<file path="src/rtl/johnson_decoder_monitor.sv">
// Johnson (twisted-ring) code decoder and stream integrity monitor.
// Decodes N-bit codes to 0..2N-1, checks successor order, locks, and counts errors.
module johnson_decoder_monitor #(
    parameter int N          = 4,
    parameter int LOCK_CNT   = 3,
    parameter bit ALLOW_HOLD = 1'b1
) (
    input  logic                          i_clk,
    input  logic                          i_reset,
    input  logic                          i_sample_en,
    input  logic [N-1:0]                  i_j_in,
    input  logic                          i_clr_err,
    output logic [$clog2(2*N)-1:0]        o_idx,
    output logic                          o_idx_valid,
    output logic                          o_illegal,
    output logic                          o_seq_err,
    output logic                          o_wrap,
    output logic                          o_locked,
    output logic [7:0]                    o_err_cnt
);

    localparam int IW = $clog2(2*N);
    localparam logic [IW-1:0] LAST_IDX = IW'(2*N-1);

    typedef enum logic {ST_UNLOCKED, ST_LOCKED} state_t;

    state_t         r_state, w_state_nxt;
    logic           r_ref_valid, w_ref_valid_nxt;
    logic [IW-1:0]  r_ref, w_ref_nxt;
    logic [3:0]     r_good_cnt, w_good_nxt, w_good_inc;
    logic [IW-1:0]  r_idx, w_idx_nxt;
    logic           r_idx_valid, w_idx_valid_nxt;
    logic           r_illegal, w_illegal_nxt;
    logic           r_seq_err, w_seq_err_nxt;
    logic           r_wrap, w_wrap_nxt;
    logic [7:0]     r_err_cnt, w_err_cnt_nxt;
    logic           w_err_event;

    int             w_trans;
    int             w_ones;
    logic           w_legal;
    logic [IW-1:0]  w_dec;
    logic [IW-1:0]  w_expect;
    logic           w_succ;
    logic           w_hold;

    // A legal code has at most one adjacent-bit transition; 2N - ones covers the tail half.
    always_comb begin
        w_trans = 0;
        w_ones  = 0;
        for (int b = 0; b < N-1; b++) begin
            if (i_j_in[b] != i_j_in[b+1]) w_trans = w_trans + 1;
        end
        for (int b = 0; b < N; b++) begin
            if (i_j_in[b]) w_ones = w_ones + 1;
        end
        w_legal = (w_trans <= 1);
        w_dec   = i_j_in[0] ? IW'(2*N - w_ones) : IW'(w_ones);
    end

    assign w_expect   = (r_ref == LAST_IDX) ? '0 : r_ref + 1'b1;
    assign w_succ     = r_ref_valid && (w_dec == w_expect);
    assign w_hold     = r_ref_valid && (w_dec == r_ref);
    assign w_good_inc = r_good_cnt + 4'd1;

    always_comb begin
        w_state_nxt     = r_state;
        w_ref_valid_nxt = r_ref_valid;
        w_ref_nxt       = r_ref;
        w_good_nxt      = r_good_cnt;
        w_idx_nxt       = r_idx;
        w_idx_valid_nxt = 1'b0;
        w_illegal_nxt   = 1'b0;
        w_seq_err_nxt   = 1'b0;
        w_wrap_nxt      = 1'b0;
        w_err_event     = 1'b0;
        w_err_cnt_nxt   = r_err_cnt;

        if (i_sample_en) begin
            if (!w_legal) begin
                w_illegal_nxt   = 1'b1;
                w_err_event     = 1'b1;
                w_state_nxt     = ST_UNLOCKED;
                w_ref_valid_nxt = 1'b0;
                w_good_nxt      = '0;
            end else begin
                w_idx_nxt       = w_dec;
                w_ref_nxt       = w_dec;
                w_ref_valid_nxt = 1'b1;
                w_wrap_nxt      = w_succ && (r_ref == LAST_IDX);
                case (r_state)
                    ST_UNLOCKED: begin
                        w_idx_valid_nxt = 1'b1;
                        if (!r_ref_valid) begin
                            w_good_nxt = '0;
                        end else if (w_succ) begin
                            w_good_nxt = w_good_inc;
                            if (w_good_inc >= 4'(LOCK_CNT)) w_state_nxt = ST_LOCKED;
                        end else if (!(w_hold && ALLOW_HOLD)) begin
                            w_good_nxt = '0;
                        end
                    end
                    ST_LOCKED: begin
                        if (w_succ || (w_hold && ALLOW_HOLD)) begin
                            w_idx_valid_nxt = 1'b1;
                        end else begin
                            w_seq_err_nxt = 1'b1;
                            w_err_event   = 1'b1;
                            w_state_nxt   = ST_UNLOCKED;
                            w_good_nxt    = '0;
                        end
                    end
                    default: w_state_nxt = ST_UNLOCKED;
                endcase
            end
        end

        // Clear wins over the old count but still records an error on the same edge.
        if (i_clr_err) begin
            w_err_cnt_nxt = w_err_event ? 8'd1 : 8'd0;
        end else if (w_err_event && (r_err_cnt != 8'hFF)) begin
            w_err_cnt_nxt = r_err_cnt + 8'd1;
        end
    end

    always_ff @(posedge i_clk or posedge i_reset) begin
        if (i_reset) begin
            r_state     <= ST_UNLOCKED;
            r_ref_valid <= 1'b0;
            r_ref       <= '0;
            r_good_cnt  <= '0;
            r_idx       <= '0;
            r_idx_valid <= 1'b0;
            r_illegal   <= 1'b0;
            r_seq_err   <= 1'b0;
            r_wrap      <= 1'b0;
            r_err_cnt   <= '0;
        end else begin
            r_state     <= w_state_nxt;
            r_ref_valid <= w_ref_valid_nxt;
            r_ref       <= w_ref_nxt;
            r_good_cnt  <= w_good_nxt;
            r_idx       <= w_idx_nxt;
            r_idx_valid <= w_idx_valid_nxt;
            r_illegal   <= w_illegal_nxt;
            r_seq_err   <= w_seq_err_nxt;
            r_wrap      <= w_wrap_nxt;
            r_err_cnt   <= w_err_cnt_nxt;
        end
    end

    assign o_idx       = r_idx;
    assign o_idx_valid = r_idx_valid;
    assign o_illegal   = r_illegal;
    assign o_seq_err   = r_seq_err;
    assign o_wrap      = r_wrap;
    assign o_locked    = (r_state == ST_LOCKED);
    assign o_err_cnt   = r_err_cnt;

endmodule

</file>
<file path="config.mk">
export PLATFORM = sky130hd
export DESIGN_NAME = johnson_decoder_monitor
export DESIGN_NICKNAME = d
export VERILOG_FILES = /design/src/rtl/johnson_decoder_monitor.sv
export SDC_FILE = /design/constraint.sdc
export NUM_CORES = 1
export LEC_CHECK = 0
export CELL_PAD_IN_SITES_DETAIL_PLACEMENT = 1
export CELL_PAD_IN_SITES_GLOBAL_PLACEMENT = 1
export CORE_ASPECT_RATIO = 1.2
export CORE_MARGIN = 2
export CORE_UTILIZATION = 46
export CTS_BUF_LIST = sky130_fd_sc_hd__clkbuf_8
export DETAILED_ROUTE_END_ITERATION = 16
export PLACE_DENSITY_LB_ADDON = 0.1
export SLEW_MARGIN = 20
export SYNTH_ARGS = -nofsm -noshare
export SYNTH_HDL_FRONTEND = slang
export SYNTH_SLANG_ARGS = --single-unit
</file>
<file path="constraint.sdc">
create_clock -name i_clk -period 5.6 [get_ports i_clk]
set_input_delay 1.68 -clock i_clk [delete_from_list [all_inputs] [get_ports i_clk]]
set_output_delay 1.68 -clock i_clk [all_outputs]
set_load 0.01 [all_outputs]
</file>
; ---- Word-level counts from Yosys, hierarchy flattened
; Cells that the tools add are included.
[word_totals]
ff_bits = 21
out_inout_bits = 16
elab_cells = 76
[classes]
add_sub_neg = 9
magnitude_cmp = 2
n_eq_ne = 9
muxes = 38
bitwise = 1
reduce_logical = 8
[ops]
columns = cell, count
row1 = 32-bit by 2-bit adder with 32-bit output (second input constant), 2
row2 = 32-bit two-way mux, 2
row3 = 32-bit by 2-bit <= comparator with 1-bit output (second input constant), 1
row4 = 1-bit two-way mux, 21
row5 = 4-bit two-way mux, 5
row6 = 8-bit two-way mux, 2
row7 = 3-bit two-way mux, 5
row8 = 8-bit by 1-bit adder with 8-bit output (second input constant), 1
row9 = 8-bit != test (second input constant), 1
row10 = 4-bit one-hot mux with 2 select lines, 1
row11 = 3-bit by 2-bit adder with 3-bit output (second input constant), 2
row12 = 3-bit == test, 2
row13 = 5-bit != test (second input constant), 1
row14 = 4-bit by 1-bit adder with 4-bit output (second input constant), 1
row15 = 4-bit by 2-bit greater-or-equal comparator with 1-bit output (second input constant), 1
row16 = 1-bit logical AND, 4
row17 = 1-bit one-hot mux with 2 select lines, 2
row18 = 3-bit by 1-bit adder with 3-bit output (second input constant), 1
row19 = 3-bit == test (second input constant), 1
row20 = 1-bit != test, 3
row21 = 3-bit != test (second input constant), 1
row22 = 3-bit AND reduction, 1
row23 = 1-bit by 3-bit subtractor with 3-bit output (first input constant), 1
row24 = 1-bit by 1-bit adder with 2-bit output (second input constant), 1
row25 = other kinds (4), 4

; ---- Longest topological paths before layout
[logic_depth]
word_depth = 19
ltp_mapped = 14

; ---- Least setup slack after synthesis
; Ideal clock, no wire load.
[synth_path]
path_kind = input to register
startpoint = input port i_j_in[0]
endpoint = register r_err_cnt[5] (netlist: o_err_cnt[5])
setup_ns = 0.125
arrival_ns = 4.506
required_time_ns = 5.475
slack_ns = 0.970
cell_stages = 14
path_cell_list = inv_1 -> ha_1 -> buf_6 -> xor2_1 -> ha_1 -> nor2b_4 -> or4b_1 -> o211ai_2 -> nor3_1 -> o2111ai_4 -> a41oi_2 -> buf_6 -> nor4_1 -> mux2_2
[synth_via]
elab_chain_len = 18
word_cells_on_any_way = 27
classes_between = add/sub: 6 / order compare: 1 / eq/ne: 3 / mux: 12 / reduce/logical: 5
[synth_lines]
columns = element, line
row1 = start: declaration, 11  ; input logic [N-1:0] i_j_in,
row2 = branches (longest 14 deep; another with 32-bit by 2-bit adder with 32-bit output), --
row3 = 1-bit two-way mux (*), 80  ; if (!w_legal) begin
row4 = 1-bit two-way mux (*), 79  ; if (i_sample_en) begin
row5 = 1-bit logical AND (*), 121  ; end else if (w_err_event && (r_err_cnt != 8'hFF)) begin
row6 = 2-bit nonzero test (no line) (*), --
row7 = end signal: assignment, 148  ; r_err_cnt <= w_err_cnt_nxt;
row8 = end: declaration, 36  ; logic [7:0] r_err_cnt, w_err_cnt_nxt;
; Mark *: on every way between the ends.
; A chain may end at the register's enable or synchronous reset.

; ---- Worst setup path after layout
[layout_path]
startpoint = input port i_j_in[1]
endpoint = register r_err_cnt[5] (netlist: o_err_cnt[5])
[layout_via]
elab_chain_len = 16
word_cells_on_any_way = 26
classes_between = add/sub: 5 / order compare: 1 / eq/ne: 4 / mux: 11 / reduce/logical: 5
[layout_lines]
columns = element, line
row1 = branches (longest 12 deep; another with 32-bit by 2-bit adder with 32-bit output), --
row2 = 1-bit two-way mux (*), 80
row3 = 1-bit two-way mux (*), 79
row4 = 1-bit logical AND (*), 121
row5 = 2-bit nonzero test (no line) (*), --
; Marks and branches as above.

==> results.md <==
* Result of the run: complete, no violations
* Dominant combinational cell family by area after synthesis: simple AND/OR/NAND/NOR gates
* Hold/Removal Path Class: flip-flop to flip-flop
* Later-pin clock latency in the skew report at 0.26 ns
* Proportion of power drawn by the clock network at 22.9%
* Wire per inst at 16.0 um
* TritonCTS clock tree: done
* Final sum of negative setup slack at 0 ns
* Via total after detailed routing at 1,329
* Synth Area in Simple Gates at 20.7%
* Worst slew slack as a fraction of its limit at 44.2%
* Max-cap violations at 0
* Fin. max-slew vios at 0
* Slew at the pin closest to its max-slew limit at 0.836 ns
* Peak clock frequency supported by timing at 196 MHz
* Worst Clk Skew at 0.00500 ns
* All-layer global routing usage at 21.4%
* Layout cell share with drive strength beyond 1 at 10.2%
* Power per standard cell area at 239 mW/mm^2
* Count of boundary I/O pins at 24
* Chain of cells forming the critical path: clkdlybuf4s50_1 -> inv_1 -> ha_1 -> xor2_1 -> ha_1 -> nor2b_4 -> or4b_1 -> o211ai_2 -> nor3_1 -> o2111ai_4 -> a41oi_2 -> nor4_1 -> mux2_2
* Arithmetic-cell share of the synthesized area counting full adders, half adders and majority gates at 8.76%
* Cell count after synthesis at 171
* Number of diodes added for antenna fixing at 0
* Hpwl dp at 2900 um
* Multiplexer fraction of the synthesized cell area at 3.98%
* Internal power at 0.288 mW
* EDFF count, synth at 0
* Area growth from synthesis to layout at 18.9%
* Number of buffers added to fix hold violations after cts at 0
* GRT overflow at 0
* Residual antenna-violating net count after detailed routing at 0
* Number of clock sinks at 21
* Part of the total power dissipated in sequential elements at 40.3%
* Number of storage elements in the synthesis netlist at 21
* Top cells by instance count after synthesis: dfrtp_1, nand2_1, nor2_1
* Start-to-end type of the worst setup path: primary input to flip-flop
* Psw at 0.159 mW
* Row count at 23
* Clk root buf: clkbuf_8
* Via-to-Cell Ratio at 5.70
* Syn nets at 190
* Final Hold Slack at 0.573 ns
* Post-Syn Area per Cell at 9.18 um^2
* Library cells used by synthesis at 49
* Highest metal layer with signal wires: met4
* Biggest area contributors in the synthesized netlist: dfrtp_1, ha_1, xnor2_1
* Routed wire length on met3 at 77 um
* # Post-CTS Setup Buffers at 0
* Starting Density at 47.4%
* Switch share at 35.5%
* Synth Area in XOR/XNOR at 7.25%
* Vias in the first global route at 1,400
* Core Region at 0.00331 mm^2
* Pre-antenna DRT Iters at 4
* Synth Area in Compound Gates at 19.1%
* Logic pwr share at 36.8%
* Sum of routed wire length over all layers at 3730 um
* Wire length of the first global-routing pass at 6510 um
* Leakage power at 0.818 nW
* CTS buffer count at 3
* Most area-hungry cell type in the Yosys netlist: dfrtp_1
* Total number of H-tree levels at 1
* Peak supply drop at 0.197 mV
* GPL Wtd Cong at 0.818
* Count of warnings emitted by yosys at 0
* Setup-violating endpoint count in the final report at 0
* Hold violation total from the final report at 0
* Longest individual stage delay on the worst path at 0.56 ns
* Setup repair after global routing missed its margin: no
* Data required time of the worst path at 5.75 ns
* Clock input transition at the sequential cells of the worst setup and hold paths at 0.08 ns
* DIE AREA at 0.00390 mm^2
* Most used flip-flop cell after synthesis: dfrtp_1
* Power consumption at 0.447 mW
* Fraction of post-synthesis cell area in the top cell type by area at 33.5%
* Count of input and output buffers at 23
* Arrival time at the worst endpoint at 5.26 ns
* Net count reported at finish at 216
* Crit end category: flip-flop
* Fraction of registers with async set/reset at 100%
* Maximum number of pins on one net before global-route repair at 22
* Final min period at 5.11 ns
* Share of the cycle needed by the critical path after routing at 91.2%
* Die span in y at 68 um
* Wire length on met1 at 1660 um
* Post-synth design cell area at 0.00157 mm^2
* Crit path max fanout at 11
* Maximum clock path buffer count at 2
* Kind of launch point of the worst setup path: primary input
* DRT iter0 DRCs at 46
* Cell with the biggest individual delay on the critical path: clkdlybuf4s50_1
* Met2 routed WL at 1950 um
* Most common cell on crit path: ha_1
* Remaining design rule violation count at 0
* Share of the yosys chip area belonging to registers at 33.5%
* Leading cell type by number of instances after synthesis: dfrtp_1
* Number of gates resized after CTS at 0
* Horizontal die dimension at 57.3 um
* Initial antenna violation count at 0
==> layout make-up <==
type | count | area (um^2)
timing repair buffer | 27 | 260
sequential | 21 | 526
clock inverter | 1 | 5.00
multi-input combinational | 131 | 940
clock buffer | 3 | 41.3
fill | 403 | 1440
inverter | 13 | 48.8
tap | 37 | 46.3
==> power groups by stage <==
stage                     Sequential, mW  Clock [mW]  Combinational, mW
final                              0.180       0.102              0.164
after global routing               0.182       0.111              0.185
after CTS                          0.180       0.104              0.167
after detailed placement           0.183           0              0.166
after global placement             0.182           0              0.159
after floorplan                    0.184           0              0.112
==> worst paths after layout <==
check	depth (start not counted)	to	slack (ns)	startpoint
min in group asynchronous	2	o_idx_valid	1.89	i_reset
hold reg to reg	2	o_idx[2]	0.57	o_idx[2]
hold / removal	2	o_idx[2]	0.57	o_idx[2]
setup / recovery	13	o_err_cnt[5]	0.49	i_j_in[1]
setup reg to reg	8	o_err_cnt[5]	3.01	o_idx[0]
max in group asynchronous	2	o_err_cnt[6]	3.19	i_reset
==> sequential cells by signal, indices dropped and copies added, names as in the netlist <==
signal and cells:
o_wrap 1, r_ref_valid 1, o_err_cnt 8, r_good_cnt 4, o_locked 1, o_seq_err 1, o_illegal 1, o_idx_valid 1
o_idx 3
==> critical path: cells and delay by family <==
| kind | cells | cell delay [ns] |
|---|---|---|
| simple gates | 4 | 1.00 |
| compound gates | 3 | 0.70 |
| fa+ha+maj | 2 | 0.67 |
| buf+inv | 2 | 0.66 |
| mux | 1 | 0.37 |
| xor+xnor | 1 | 0.17 |
==> cell usage in the layout, fill, tap and decap left out, drive strengths merged, types with 5 or more instances in the layout <==
cell / Yosys / routed
a21oi: 10 / 10
clkdlybuf4s50: 0 / 23
dfrtp: 21 / 21
ha: 11 / 11
inv: 13 / 13
nand2: 14 / 14
nand2b: 5 / 5
nand3: 5 / 5
nor2: 14 / 14
nor3: 5 / 5
o21ai: 11 / 11
xnor2: 8 / 8
xor2: 5 / 5
==> cells by family (layout without fill, tap and decap cells) <==
kind of cell / after synthesis / in the layout
AO/OA/AOI/OAI: 40 / 40
XOR/XNOR: 13 / 13
adder cells (fa/ha/maj): 11 / 11
buffers and inverters: 19 / 44
flip-flops: 21 / 21
multiplexers: 6 / 6
AND/OR/NAND/NOR: 61 / 61
==> through the flow <==
stage	cells	util, %	worst slack, ns	instance area [um^2]
finish	233	56.4	0.493	1870
global route	233	56.4	0.277	1870
CTS	233	56.4	0.468	1870
detailed placement	229	55.0	0.202	1820
global placement	229	55.0	0.349	1820
floorplan	171	-	0.970	1570
==> layer usage <==
layer	track usage, %	vias to the layer above
met3	3.21	4
met5	0	-
met2	40.7	21
li1	-	660
met4	5.23	0
met1	25.1	644
Power figures use the tool's default switching activity.
